[src/rtl/fsm_sched_pkg.sv]
// Shared types for the context-switched FSM scheduler: state encoding and width.
package fsm_sched_pkg;

    localparam int unsigned ST_W = 3;

    typedef enum logic [ST_W-1:0] {
        ST_A = 3'b000,
        ST_B = 3'b001,
        ST_C = 3'b010,
        ST_D = 3'b011,
        ST_E = 3'b100,
        ST_F = 3'b101
    } state_t;

    localparam state_t ST_RESET = ST_A;

endpackage

[src/rtl/fsm_step.sv]
// Combinational Mealy step core: (state, x) -> (next state, z). Shared by all channels.
module fsm_step
    import fsm_sched_pkg::*;
(
    input  logic [ST_W-1:0] state_i,
    input  logic            x_i,
    output state_t          next_o,
    output logic            z_o
);

    always_comb begin
        next_o = ST_A;
        z_o    = 1'b0;
        unique case (state_i)
            ST_A: begin next_o = x_i ? ST_D : ST_E; z_o = x_i;  end
            ST_B: begin next_o = x_i ? ST_D : ST_F; z_o = 1'b0; end
            ST_C: begin next_o = x_i ? ST_B : ST_E; z_o = x_i;  end
            ST_D: begin next_o = x_i ? ST_B : ST_F; z_o = 1'b0; end
            ST_E: begin next_o = x_i ? ST_F : ST_C; z_o = x_i;  end
            ST_F: begin next_o = x_i ? ST_C : ST_B; z_o = 1'b0; end
            // Unused encodings recover to A with no output.
            default: begin next_o = ST_A; z_o = 1'b0; end
        endcase
    end

endmodule

[src/rtl/fsm_ctx_scheduler.sv]
// Round-robin scheduler sharing one fsm_step core across NCH serial requesters.
// Optional per-channel Z=1 hit counters when FSM_CTX_SCHED_HITCNT_EN is defined.
module fsm_ctx_scheduler
    import fsm_sched_pkg::*;
#(
    parameter int unsigned NCH = 4,
    parameter int unsigned CHW = $clog2(NCH)
) (
    input  logic            clk,
    input  logic            rst_n,
    input  logic [NCH-1:0]  req_valid,
    input  logic [NCH-1:0]  req_x,
    output logic [NCH-1:0]  req_ready,
    input  logic            clr_valid,
    input  logic [CHW-1:0]  clr_ch,
`ifdef FSM_CTX_SCHED_HITCNT_EN
    input  logic [CHW-1:0]  cnt_sel,
    output logic [15:0]     cnt_data,
`endif
    output logic            out_valid,
    input  logic            out_ready,
    output logic [CHW-1:0]  out_ch,
    output logic            out_z,
    output logic [ST_W-1:0] out_state
);

    state_t          ctx_q [NCH];
    logic [CHW-1:0]  prio_q, prio_d;
    logic            out_valid_q;
    logic [CHW-1:0]  out_ch_q;
    logic            out_z_q;
    state_t          out_state_q;

    logic [NCH-1:0]  elig;
    logic            found;
    logic [CHW-1:0]  grant_idx;
    logic            out_free;
    logic            xfer;
    state_t          step_next;
    logic            step_z;
    logic            clr_hit;

    assign clr_hit = clr_valid && (32'(clr_ch) < NCH);

    always_comb begin
        for (int unsigned i = 0; i < NCH; i++) begin
            elig[i] = req_valid[i] & ~(clr_valid & (clr_ch == CHW'(i)));
        end
    end

    // Scan from prio upward with wrap; first eligible channel wins.
    always_comb begin
        found     = 1'b0;
        grant_idx = '0;
        for (int unsigned k = 0; k < NCH; k++) begin
            if (!found && elig[(32'(prio_q) + k) % NCH]) begin
                found     = 1'b1;
                grant_idx = CHW'((32'(prio_q) + k) % NCH);
            end
        end
    end

    // rst_n gates the grant so req_ready stays low throughout reset.
    assign out_free  = ~out_valid_q | out_ready;
    assign xfer      = found & out_free & rst_n;
    assign req_ready = xfer ? (NCH'(1) << grant_idx) : '0;

    fsm_step u_step (
        .state_i (ctx_q[grant_idx]),
        .x_i     (req_x[grant_idx]),
        .next_o  (step_next),
        .z_o     (step_z)
    );

    always_comb begin
        prio_d = prio_q;
        if (xfer) begin
            prio_d = (32'(grant_idx) == NCH - 1) ? '0 : grant_idx + CHW'(1);
        end
    end

    always_ff @(posedge clk or negedge rst_n) begin
        if (!rst_n) begin
            for (int unsigned i = 0; i < NCH; i++) ctx_q[i] <= ST_RESET;
            prio_q      <= '0;
            out_valid_q <= 1'b0;
            out_ch_q    <= '0;
            out_z_q     <= 1'b0;
            out_state_q <= ST_RESET;
        end else begin
            prio_q <= prio_d;
            if (xfer) ctx_q[grant_idx] <= step_next;
            if (clr_hit) ctx_q[clr_ch] <= ST_RESET;
            if (xfer) begin
                out_valid_q <= 1'b1;
                out_ch_q    <= grant_idx;
                out_z_q     <= step_z;
                out_state_q <= step_next;
            end else if (out_ready) begin
                out_valid_q <= 1'b0;
            end
        end
    end

    assign out_valid = out_valid_q;
    assign out_ch    = out_ch_q;
    assign out_z     = out_z_q;
    assign out_state = out_state_q;

`ifdef FSM_CTX_SCHED_HITCNT_EN
    logic [15:0] cnt_q [NCH];

    always_ff @(posedge clk or negedge rst_n) begin
        if (!rst_n) begin
            for (int unsigned i = 0; i < NCH; i++) cnt_q[i] <= '0;
        end else begin
            if (xfer && step_z && (cnt_q[grant_idx] != '1)) begin
                cnt_q[grant_idx] <= cnt_q[grant_idx] + 16'd1;
            end
            if (clr_hit) cnt_q[clr_ch] <= '0;
        end
    end

    assign cnt_data = (32'(cnt_sel) < NCH) ? cnt_q[cnt_sel] : '0;
`endif

endmodule

[config.mk]
export PLATFORM = sky130hd
export DESIGN_NAME = fsm_ctx_scheduler
export DESIGN_NICKNAME = d
export VERILOG_FILES = /design/src/rtl/fsm_sched_pkg.sv /design/src/rtl/fsm_step.sv /design/src/rtl/fsm_ctx_scheduler.sv
export SDC_FILE = /design/constraint.sdc
export NUM_CORES = 1
export LEC_CHECK = 0
export ABC_AREA = 1
export CORE_ASPECT_RATIO = 2
export CORE_MARGIN = 1
export CORE_UTILIZATION = 48
export DETAILED_ROUTE_END_ITERATION = 8
export GPL_ROUTABILITY_DRIVEN = 0
export PLACE_DENSITY = 0.84
export SYNTH_ARGS = -nofsm -noshare
export SYNTH_HDL_FRONTEND = slang
export SYNTH_SLANG_ARGS = --single-unit
export TNS_END_PERCENT = 5
[constraint.sdc]
create_clock -name clk -period 2.7 [get_ports clk]
set_input_delay 0.675 -clock clk [delete_from_list [all_inputs] [get_ports clk]]
set_output_delay 0.675 -clock clk [all_outputs]
set_load 0.02 [all_outputs]
==> flow_metrics.py <==
metrics = {
    "synth": {
        "yosysWarnings": 0,
        "ys_seq_area_share_pct": 34.1,
        "yosys_register_bits": 21,
        "synth_area_mm2": 0.00154,
        "synth.avg_cell_area_um2": 7.81,
        "syn-instance-count": 197,
        "ys_types": 25,
        "syn_nets": 215,
    },
    "layout": {
        "fin_nets": 305,
        "regArea_um2": 527,
        "drive_gt1_share_pct": 54.9,
        "final_cell_mix": "buf_4, nand2_1, dfrtp_1",
        "final_common_cell": "buf_4",
        "antenna_cells": 0,
        "area_delta_synth_final_pct": 72.1,
        "multi_input_area_mm2": 0.00116,
        "nFillCells": 118,
    },
    "grt": {
        "antenna_found_initial": 0,
        "grt_pass1_wl_um": 9070,
        "grt_usage_pct": 36.2,
        "grt-ovfl-total": 0,
        "grt_max_degree": 22,
        "grt_pass1_vias": 1912,
    },
    "critical_path": {
        "required_ns": 2.89,
        "path_class": "input port to flip-flop",
        "crit_path_max_fanout": 5,
        "cp-start-kind": "input port",
        "critPathArrivalTime_ns": 3.22,
        "end_kind": "flip-flop",
    },
    "clock_tree": {
        "cts_buffers": 3,
        "clock_sinks": 21,
        "htreeDepth": 1,
        "clk_pin_slew_ns": 0.07,
        "cts_tree": "done",
        "clock_path_buffers": 2,
        "cts-root-buf": "clkbuf_8",
        "clock_latency_ns": 0.27,
    },
    "floorplanning": {
        "dieHeight_um": 82.1,
        "rows": 28,
        "core_mm2": 0.00301,
        "die_w_um": 42.0,
        "die_area_mm2": 0.00345,
        "initial_core_util_pct": 51.1,
        "io_pins": 25,
    },
    "sta": {
        "rsz0062_at_grt": "yes",
        "worst_slack_ns": -0.329,
        "slew_violations": 0,
        "finalClockSkew_ns": 0.00183,
        "relSlewSlack_pct": 68.6,
        "clock.fmax_mhz": 330,
        "finalCritPeriodShare_pct": 112,
        "finalCriticalPeriod_ns": 3.03,
        "hold_viol_final": 0,
        "whs_ns": 0.487,
        "tightest_slew_ns": 0.466,
        "finalSetupViolations": 20,
        "final.setup.tns_ns": -4.80,
    },
    "route": {
        "postRouteAntennaNets": 0,
        "drt-total-wl_um": 7890,
        "first_pass_iters": 5,
        "drc_errors": 0,
        "drt_first_iter_violations": 197,
        "vias": 2080,
        "via_per_inst": 6.58,
        "wire_per_inst_um": 25.0,
    },
    "min_path": {
        "hp-class": "flip-flop to flip-flop",
    },
    "placed_design": {
        "io_buffers": 24,
        "hpwl_um": 3350,
    },
    "outcome": {
        "status": "complete, but fails checks",
        "violations": "setup timing",
    },
    "run": {
        "max-cap-violations": 0,
    },
}
==> timing repair <==
action | in CTS | in global routing
setup buffers | 21 | 11
pin swaps | 25 | 21
gates cloned | 0 | 0
hold buffers | 0 | 0
gates resized for setup | 89 | 39
setup endpoints to repair | 20 | 20
==> worst max-delay path: stages <==
cell and delay (ns):
buf_12 0.11, nor2_4 0.12, nand2_4 0.08, nand3_2 0.15, nand3_1 0.13, nand2_2 0.16
nand4_1 0.18, nand3_2 0.15, nand2_4 0.10, inv_4 0.11, buf_4 0.12, buf_4 0.10
buf_4 0.15, nand3_1 0.14, nand2_2 0.14, nand4_2 0.24, nand3_1 0.16, nand2_1 0.08
inv_1 0.13
==> layout make-up <==
type	count	share of cell area [%]
Clock buffer	4	1.70
Inverter	30	4.72
Multi-Input combinational cell	143	43.7
Sequential cell	21	19.9
Tap cell	30	1.42
Timing Repair Buffer	88	28.6
==> state kept, by name, summed over array words and instances (netlist names) <==
name       count
out_ch         2
prio_q         2
out_state      3
out_valid      1
ctx_q         12
out_z          1
==> cell usage after synthesis (all sizes together) <==
cell    instances  area (um2)
a21boi          4        30.0
a21oi           8        70.1
buf             3        20.0
dfrtp          21         526
ha              4        50.1
inv            30         113
nand2          53         229
nand3          41         268
nand4          12        96.3
nor2            3        11.3
o21a            1        7.51
o21ai          15        93.9
xnor2           1        8.76
xor2            1        16.3
==> per-layer routing <==
metal	routed length [um]	part of all wire [%]	global-route usage [%]
met5	0	0	0
met3	872	11	7.03
met1	2350	30	33.5
met4	926	12	34.1
met2	3740	47	64.4
==> cell families (layout without fill, tap and decap cells) <==
kind of cell	count (synthesis)	in the layout	share of synthesized area, %
xor+xnor	2	2	1.63
flops	21	21	34.1
buf+inv	33	122	8.62
simple gates	109	109	39.3
compound gates	28	28	13.1
fa+ha+maj	4	4	3.25
==> final timing paths <==
check	start	to	slack, ns	cells past startpoint
hold / removal	out_state[1]	out_state[1]	0.49	2
min in group asynchronous	rst_n	out_state[2]	0.83	2
setup reg to reg	prio_q[1]	ctx_q[5]	-0.32	16
max in group asynchronous	rst_n	prio_q[0]	1.63	2
setup / recovery	clr_ch[1]	ctx_q[5]	-0.33	19
hold reg to reg	out_state[1]	out_state[1]	0.49	2
==> metrics by stage <==
stage | setup slack [ns] | util [%] | cells | cell area (um2)
6_report | -0.329 | 87.9 | 316 | 2650
5_1_grt | -0.492 | 87.9 | 316 | 2650
4_1_cts | -0.104 | 80.7 | 306 | 2430
2_1_floorplan | 0.0374 | - | 197 | 1540
3_3_place_gp | -1.08 | 67.9 | 281 | 2040
3_5_place_dp | -1.13 | 67.9 | 281 | 2040
Power is left out: the tool's default activity adds up to more than one toggle a clock period on the data nets, which glitch-free logic cannot reach.
